**src/rtl/caliptra_prim_rr_lock_arb.sv**
```systemverilog
// caliptra_prim_rr_lock_arb: round-robin lock arbiter (clk_i/rst_i/en_i/req_i in; gnt_o, gnt_idx_o, gnt_valid_o, timeout_o, busy_o out)
module caliptra_prim_rr_lock_arb #(
  parameter int NumReq = 4,
  parameter int MaxHold = 255,
  localparam int IdxW = (NumReq > 1) ? $clog2(NumReq) : 1,
  localparam int CntW = (MaxHold > 0) ? $clog2(MaxHold + 1) : 1
) (
  input  logic              clk_i,
  input  logic              rst_i,
  input  logic              en_i,
  input  logic [NumReq-1:0] req_i,
  output logic [NumReq-1:0] gnt_o,
  output logic [IdxW-1:0]   gnt_idx_o,
  output logic              gnt_valid_o,
  output logic              timeout_o,
  output logic              busy_o
);
  localparam logic [1:0] IDLE = 2'd0, GRANT = 2'd1, GAP = 2'd2;
  logic [1:0] state;
  logic [IdxW-1:0] idx, ptr, pick, nxt_ptr;
  logic [CntW-1:0] cnt;
  logic tmo, rel, expire;
  always_comb begin
    pick = '0;
    for (int k = NumReq - 1; k >= 0; k--)
      if (req_i[IdxW'((int'(ptr) + k) % NumReq)]) pick = IdxW'((int'(ptr) + k) % NumReq);
  end
  assign rel = !req_i[idx];
  assign expire = (MaxHold != 0) && (cnt == CntW'(MaxHold - 1));
  assign nxt_ptr = (idx == IdxW'(NumReq - 1)) ? '0 : idx + IdxW'(1);
  always_ff @(posedge clk_i) begin
    if (rst_i) begin
      state <= IDLE;
      ptr <= '0;
      idx <= '0;
      cnt <= '0;
      tmo <= 1'b0;
    end else begin
      tmo <= 1'b0;
      if (state == IDLE && en_i && |req_i) begin
        state <= GRANT;
        idx <= pick;
        cnt <= '0;
      end else if (state == GRANT && (rel || expire)) begin
        state <= GAP;
        ptr <= nxt_ptr;
        tmo <= !rel;
      end else if (state == GRANT) begin
        cnt <= (cnt == CntW'(MaxHold)) ? cnt : cnt + CntW'(1);
      end else if (state == GAP) begin
        state <= IDLE;
      end
    end
  end
  assign gnt_valid_o = state == GRANT;
  assign gnt_o = gnt_valid_o ? NumReq'(1) << idx : '0;
  assign gnt_idx_o = gnt_valid_o ? idx : '0;
  assign timeout_o = tmo;
  assign busy_o = state != IDLE;
endmodule

```
**config.mk**
```make
export PLATFORM = sky130hd
export DESIGN_NAME = caliptra_prim_rr_lock_arb
export DESIGN_NICKNAME = d
export VERILOG_FILES = /design/src/rtl/caliptra_prim_rr_lock_arb.sv
export SDC_FILE = /design/constraint.sdc
export NUM_CORES = 1
export LEC_CHECK = 0
export ABC_AREA = 0
export BUFFER_PORTS_ARGS = -buffer_cell sky130_fd_sc_hd__buf_4
export CAP_MARGIN = 20
export CORE_ASPECT_RATIO = 0.8
export CORE_MARGIN = 4
export CORE_UTILIZATION = 43
export CTS_BUF_LIST = sky130_fd_sc_hd__clkbuf_4 sky130_fd_sc_hd__clkbuf_8
export DETAILED_ROUTE_END_ITERATION = 10
export GPL_TIMING_DRIVEN = 0
export PLACE_DENSITY = 0.7
export SETUP_SLACK_MARGIN = 0.2
export SYNTH_ARGS = -nofsm -noshare
export SYNTH_HDL_FRONTEND = slang
export SYNTH_SLANG_ARGS = --single-unit
```
**constraint.sdc**
```tcl
create_clock -name clk_i -period 2 [get_ports clk_i]
set_clock_uncertainty 0.2 [all_clocks]
set_input_delay 0.2 -clock clk_i [delete_from_list [all_inputs] [get_ports clk_i]]
set_output_delay 0.2 -clock clk_i [all_outputs]
set_load 0.03 [all_outputs]
```
==> flow_metrics.py, run 1 <==
metrics = {
    "outcome": {
        "outcome": "complete, no violations",
    },
    "layout": {
        "n_fill_cell": 171,
        "layout_common_cells": "buf_4, dfxtp_1, a21oi_1, nand3_1",
        "final_design_area_no_fill_um2": 1160,
        "diodes": 0,
        "instances_no_fill": 149,
        "final_common_cell": "buf_4",
        "fin_nets": 139,
        "synthToLayoutAreaGrowth_pct": 33.5,
        "drive_gt1_share_pct": 36.8,
    },
    "grt": {
        "track_usage_pct": 16.1,
        "antenna_found_initial": 0,
        "grt_pass1_wl_um": 3240,
        "grt_pass1_vias": 696,
        "gr-total-overflow": 0,
        "grt_max_degree": 11,
    },
    "detailed_routing": {
        "wl_um": 2090,
        "firstDrtPassIters": 4,
        "route.detailed.drc": 0,
        "wl_per_cell_um": 14.0,
        "num_vias": 832,
        "drt_iter0_drc": 18,
        "viasPerCell": 5.58,
        "postRouteAntennaNets": 0,
    },
    "die": {
        "fp.dieH_um": 48.3,
        "initial_core_util_pct": 45.6,
        "die_area_um2": 2810,
        "ioPinCount": 16,
        "core_area_um2": 1910,
        "rows": 14,
        "die_w_um": 58.3,
    },
    "placed_design": {
        "place_inst": 138,
        "gp_congestion": 0.830,
        "hpwl_um": 1420,
        "io_buffers": 15,
        "dpl_cell_area_um2": 1020,
    },
    "worst_setup_path": {
        "cpPeakStageDelay_ps": 420,
        "slowest_stage": "or4_1",
        "ff2ff_path_depth": 6,
        "criticalPathCategory": "reg -> reg",
        "worstPathMaxFanout": 7,
        "crit_chain": "inv_1 > ha_2 > o2111ai_4 > o211ai_4 > or4_1 > a21oi_1",
        "crit_arrival_ps": 1840,
        "cp-start-kind": "flop",
        "crit_required_ps": 2040,
        "endpoint_kind": "flop",
    },
    "clocking": {
        "cts.path.max_buffers": 2,
        "cts-root-buf": "clkbuf_4",
        "numCtsBuffers": 3,
        "cts.sink_count": 15,
        "path_clk_slew_ps": 100,
        "htree_levels": 1,
        "insertion_delay_ps": 300,
        "cts_tree": "yes",
    },
    "yosys": {
        "synth_cell_type_count": 36,
        "syn_nets": 112,
        "synth.avg_cell_area_um2": 8.80,
        "netlist_instances": 99,
        "ys_async_sr_fraction_pct": 0,
        "synth-seq-area-share_pct": 34.5,
        "synth_warnings": 0,
        "synth_area_um2": 871,
        "synth_edf_count": 0,
        "ys_ff_latch": 15,
        "synth_ff_type": "dfxtp_1",
    },
    "timing": {
        "relSlewSlack_pct": 73.1,
        "finalMaxSlewViolations": 0,
        "fmax_ghz": 0.558,
        "setup_tns_ps": 0,
        "hold_viol": 0,
        "fin_hold_ws_ps": 47.5,
        "finalCriticalPeriod_ps": 1790,
        "rsz0062_at_grt": "true",
        "setup_violations": 0,
        "post-route-period-util_pct": 89.6,
        "tightest_slew_ps": 403,
    },
    "power": {
        "p_per_area_nw_per_um2": 626,
        "p_leak_nw": 0.455,
        "peakVddDrop_mv": 0.384,
    },
    "worst_hold_path": {
        "hold_path.class": "in -> reg",
        "hold_depth": 3,
    },
    "flow_run": {
        "maxCapViolCount": 0,
    },
}
==> per-stage QoR <==
| step | worst slack [ps] | utilization [%] | total power [mW] |
|---|---|---|---|
| finish | 207 | 60.9 | 0.728 |
| global route | 138 | 60.9 | 0.767 |
| CTS | 182 | 58.7 | 0.722 |
| detailed placement | 122 | 53.6 | 0.502 |
| global placement | 129 | 53.6 | 0.499 |
| floorplan | 209 | - | 0.443 |
==> critical path: cells and delay by family, from the launching register on <==
family | cells | cell delay [ps]
AND/OR/NAND/NOR | 1 | 420
AO/OA/AOI/OAI | 3 | 500
buffers and inverters | 1 | 70
flip-flops | 1 | 350
adder cells (fa/ha/maj) | 1 | 210
==> layout make-up <==
cell class / instances / area (um^2) / share of cell area [%]
tap: 24 / 30.0 / 2.58
multi-input combinational: 77 / 591 / 50.8
clock buffer: 4 / 30.0 / 2.58
sequential: 15 / 309 / 26.6
timing repair buffer: 22 / 171 / 14.7
inverter: 5 / 18.8 / 1.61
buffer: 2 / 12.5 / 1.08
==> flip-flops by register name, indices dropped and copies added, names as in the netlist <==
signal     cells
cnt            8
idx            2
ptr            2
state          2
timeout_o      1
==> report_power, final <==
| part | internal [mW] | total (mW) | switching, mW |
|---|---|---|---|
| Combinational | 0.0923 | 0.202 | 0.109 |
| Clock | 0.0914 | 0.200 | 0.108 |
| Sequential | 0.313 | 0.326 | 0.0129 |
==> path summary, 6_finish.rpt <==
| kind | start | endpoint | slack (ps) |
|---|---|---|---|
| worst max-delay path | cnt[0] | cnt[5] | 210 |
| worst min-delay path | req_i[3] | idx[1] | 50 |
| worst max register to register | cnt[0] | cnt[5] | 210 |
| worst min register to register | state[0] | state[1] | 300 |
==> repair_timing <==
action | CTS | global route
pin swaps | 7 | 3
setup buffers | 5 | 1
resized for setup | 8 | 9
setup endpoints to repair | 15 | 14
hold buffers | 1 | 0
endpoints found under the hold margin | 1 | 0
cloned | 0 | 0
==> cell families (layout without fill, tap and decap cells) <==
kind of cell / after synthesis / count (layout) / share of synthesized area (%)
AOI/OAI and AO/OA: 27 / 27 / 21.3
buffers and inverters: 7 / 33 / 3.16
and+or+nand+nor: 40 / 40 / 26.7
adders and majority gates: 6 / 6 / 8.62
muxes: 2 / 2 / 3.74
xor gates and xnor gates: 2 / 2 / 2.01
DFF: 15 / 15 / 34.5
==> synth_stat cells, types with 2 or more instances <==
library cell	count	share of area (%)
a21o_1	2	1.7
inv_1	5	2.2
a21oi_1	9	5.2
nand2_1	4	1.7
ha_1	6	8.6
nand3_1	6	3.4
o2111ai_1	2	2.0
dfxtp_1	15	34
and2_1	6	4.3
or4_1	3	2.6
o31ai_1	5	4.3
nand2b_1	3	2.2
or3_1	2	1.4
nor2_1	5	2.2
o21ai_0	5	2.9
==> per-layer routing <==
| layer | up-vias | part of all wire, % | routed length [um] | GRT usage (%) |
|---|---|---|---|---|
| met2 | 26 | 45 | 936 | 22.7 |
| met4 | 0 | 2.5 | 52 | 8.33 |
| met3 | 7 | 5.4 | 113 | 5.56 |
| li1 | 412 | - | - | - |
| met1 | 387 | 47 | 984 | 21.8 |
| met5 | - | 0 | 0 | 0 |
(Power assumes the default switching activity.)
==> run 2: changes to the inputs <==
--- a/config.mk
+++ b/config.mk
@@ -9,7 +9,6 @@
 export BUFFER_PORTS_ARGS = -buffer_cell sky130_fd_sc_hd__buf_4
 export CAP_MARGIN = 20
 export CORE_ASPECT_RATIO = 0.8
-export CORE_MARGIN = 4
 export CORE_UTILIZATION = 43
 export CTS_BUF_LIST = sky130_fd_sc_hd__clkbuf_4 sky130_fd_sc_hd__clkbuf_8
 export DETAILED_ROUTE_END_ITERATION = 10
==> run 2 against run 1 <==
Sequential share of layout area increased by 0.26 points. Cell count fell by 1.3%. Critical path depth fell by 2. Maximum frequency down 1.0%. Flip-flop and latch count unchanged. Die area fell by 21%. Global-route usage is 5.1 points higher. Non-clock buffer count down 2. Largest power group unchanged.
==> flow_metrics.py, run 2 (same netlist as run 1, synthesis figures left out) <==
metrics = {
    "outcome": {
        "outcome": "complete, no violations",
    },
    "timing": {
        "finalMaxSlewViolations": 0,
        "hold_viol": 0,
        "post-route-period-util_pct": 90.6,
        "fin_hold_ws_ps": 86.7,
        "setup_tns_ps": 0,
        "setup_violations": 0,
        "relSlewSlack_pct": 71.2,
        "tightest_slew_ps": 431,
        "setup_ws_ps": 189,
        "rsz0062_at_grt": "true",
        "fmax_ghz": 0.552,
        "finalCriticalPeriod_ps": 1810,
    },
    "placed_design": {
        "dpl_cell_area_um2": 1020,
        "gp_congestion": 0.828,
        "hpwl_um": 1460,
        "io_buffers": 15,
        "dp_slack_ps": 102,
    },
    "power": {
        "power.share.switching_pct": 30.6,
        "pwr-share-clk_pct": 25.7,
        "power_frac_seq_pct": 45.8,
        "p_leak_nw": 0.443,
        "peakVddDrop_mv": 0.393,
        "p_per_area_nw_per_um2": 619,
        "combPwrFrac_pct": 28.5,
        "switching_power_mw": 0.218,
        "p_int_mw": 0.494,
    },
    "die": {
        "die_w_um": 52.3,
        "die_area_um2": 2210,
        "core_area_um2": 1890,
        "ioPinCount": 16,
        "initial_core_util_pct": 46.0,
        "fp.dieH_um": 42.3,
        "rows": 14,
    },
    "worst_setup_path": {
        "crit_arrival_ps": 1840,
        "criticalPathCategory": "reg -> reg",
        "endpoint": "cnt[6]",
        "worstPathMaxFanout": 5,
        "startpoint": "idx[1]",
        "reg2reg_from": "idx[1]",
        "endpoint_kind": "flop",
        "crit_required_ps": 2020,
        "ff2ff_path_depth": 4,
        "r2r_setup_slack_ps": 190,
        "slowest_stage": "mux4_2",
        "cpPeakStageDelay_ps": 430,
        "cp-start-kind": "flop",
        "r2r-end": "cnt[6]",
        "crit_chain": "mux4_2 > o2111ai_2 > or3_1 > a21oi_1",
    },
    "detailed_routing": {
        "viasPerCell": 5.79,
        "postRouteAntennaNets": 0,
        "wl_per_cell_um": 14.6,
        "wl_um": 2150,
        "drt_iter0_drc": 32,
        "route.detailed.drc": 0,
        "firstDrtPassIters": 5,
        "num_vias": 851,
    },
    "clocking": {
        "insertion_delay_ps": 280,
        "numCtsBuffers": 3,
        "cts.sink_count": 15,
        "cts.path.max_buffers": 2,
        "cts-root-buf": "clkbuf_4",
        "cts_tree": "yes",
        "htree_levels": 1,
        "path_clk_slew_ps": 90,
    },
    "layout": {
        "final_design_area_no_fill_um2": 1150,
        "final_common_cell": "buf_4",
        "n_fill_cell": 163,
        "diodes": 0,
        "finish.utilization_pct": 60.8,
        "top_register": "cnt",
        "largest_reg_flops": 8,
        "synthToLayoutAreaGrowth_pct": 32.2,
        "layout_common_cells": "buf_4, dfxtp_1, a21oi_1, nand3_1",
        "fin_nets": 137,
        "drive_gt1_share_pct": 36.6,
    },
    "grt": {
        "grt_max_degree": 11,
        "antenna_found_initial": 0,
        "track_usage_pct": 21.2,
        "grt_pass1_vias": 755,
        "gr-total-overflow": 0,
        "grt_pass1_wl_um": 3480,
    },
    "flow_run": {
        "maxCapViolCount": 0,
    },
    "worst_hold_path": {
        "hold_path.class": "in -> reg",
    },
}
==> run 2: repair_timing <==
action / CTS / global route
cloned: 0 / 0
endpoints found under the setup margin: 15 / 12
gates resized for setup: 12 / 6
pin swaps: 5 / 1
endpoints found under the hold margin: 1 / 0
hold buffers: 1 / 0
buffers inserted: 4 / 0
==> run 2: cell type report <==
type | count | area, um^2 | area share (%)
multi-input combinational | 77 | 594 | 51.6
sequential | 15 | 309 | 26.8
timing repair buffer | 20 | 153 | 13.3
clock buffer | 4 | 30.0 | 2.61
tap | 24 | 30.0 | 2.61
inverter | 5 | 18.8 | 1.63
buffer | 2 | 16.3 | 1.41
==> run 2: worst min-delay path by stage <==
stage / from / to / cells past startpoint
2_1_floorplan: rst_i / ptr[0] / 1
3_3_place_gp: rst_i / ptr[0] / 2
3_5_place_dp: rst_i / ptr[0] / 2
4_1_cts: req_i[1] / idx[1] / 4
5_1_grt: req_i[3] / idx[1] / 3
6_report: req_i[1] / idx[1] / 4
==> run 2: power by group through the flow <==
stage	clock network (mW)	logic [mW]	registers [mW]
2_1_floorplan	0	0.113	0.330
3_3_place_gp	0	0.167	0.332
3_5_place_dp	0	0.172	0.333
4_1_cts	0.187	0.197	0.327
5_1_grt	0.204	0.218	0.329
6_report	0.183	0.203	0.326
==> run 2: metrics by stage <==
| stage | power [mW] | std cells |
|---|---|---|
| 4_1_cts | 0.711 | 147 |
| 6_report | 0.712 | 147 |
| 5_1_grt | 0.751 | 147 |
| 3_5_place_dp | 0.505 | 138 |
| 3_3_place_gp | 0.498 | 138 |
| 2_1_floorplan | 0.443 | 99 |
==> run 2: worst max-delay path, delay by kind of cell (launching register included) <==
| family | cells | cell delay [ps] |
|---|---|---|
| simple gates | 1 | 420 |
| compound gates | 2 | 330 |
| flops | 1 | 370 |
| mux | 1 | 430 |
==> run 2: layer usage <==
layer / vias up / GRT usage (%) / part of all wire (%)
met1: 403 / 31.5 / 46
met5: - / 0 / 0
li1: 417 / - / -
met3: 2 / 6.52 / 6.6
met2: 29 / 30.4 / 47
met4: 0 / 3.68 / 0.37
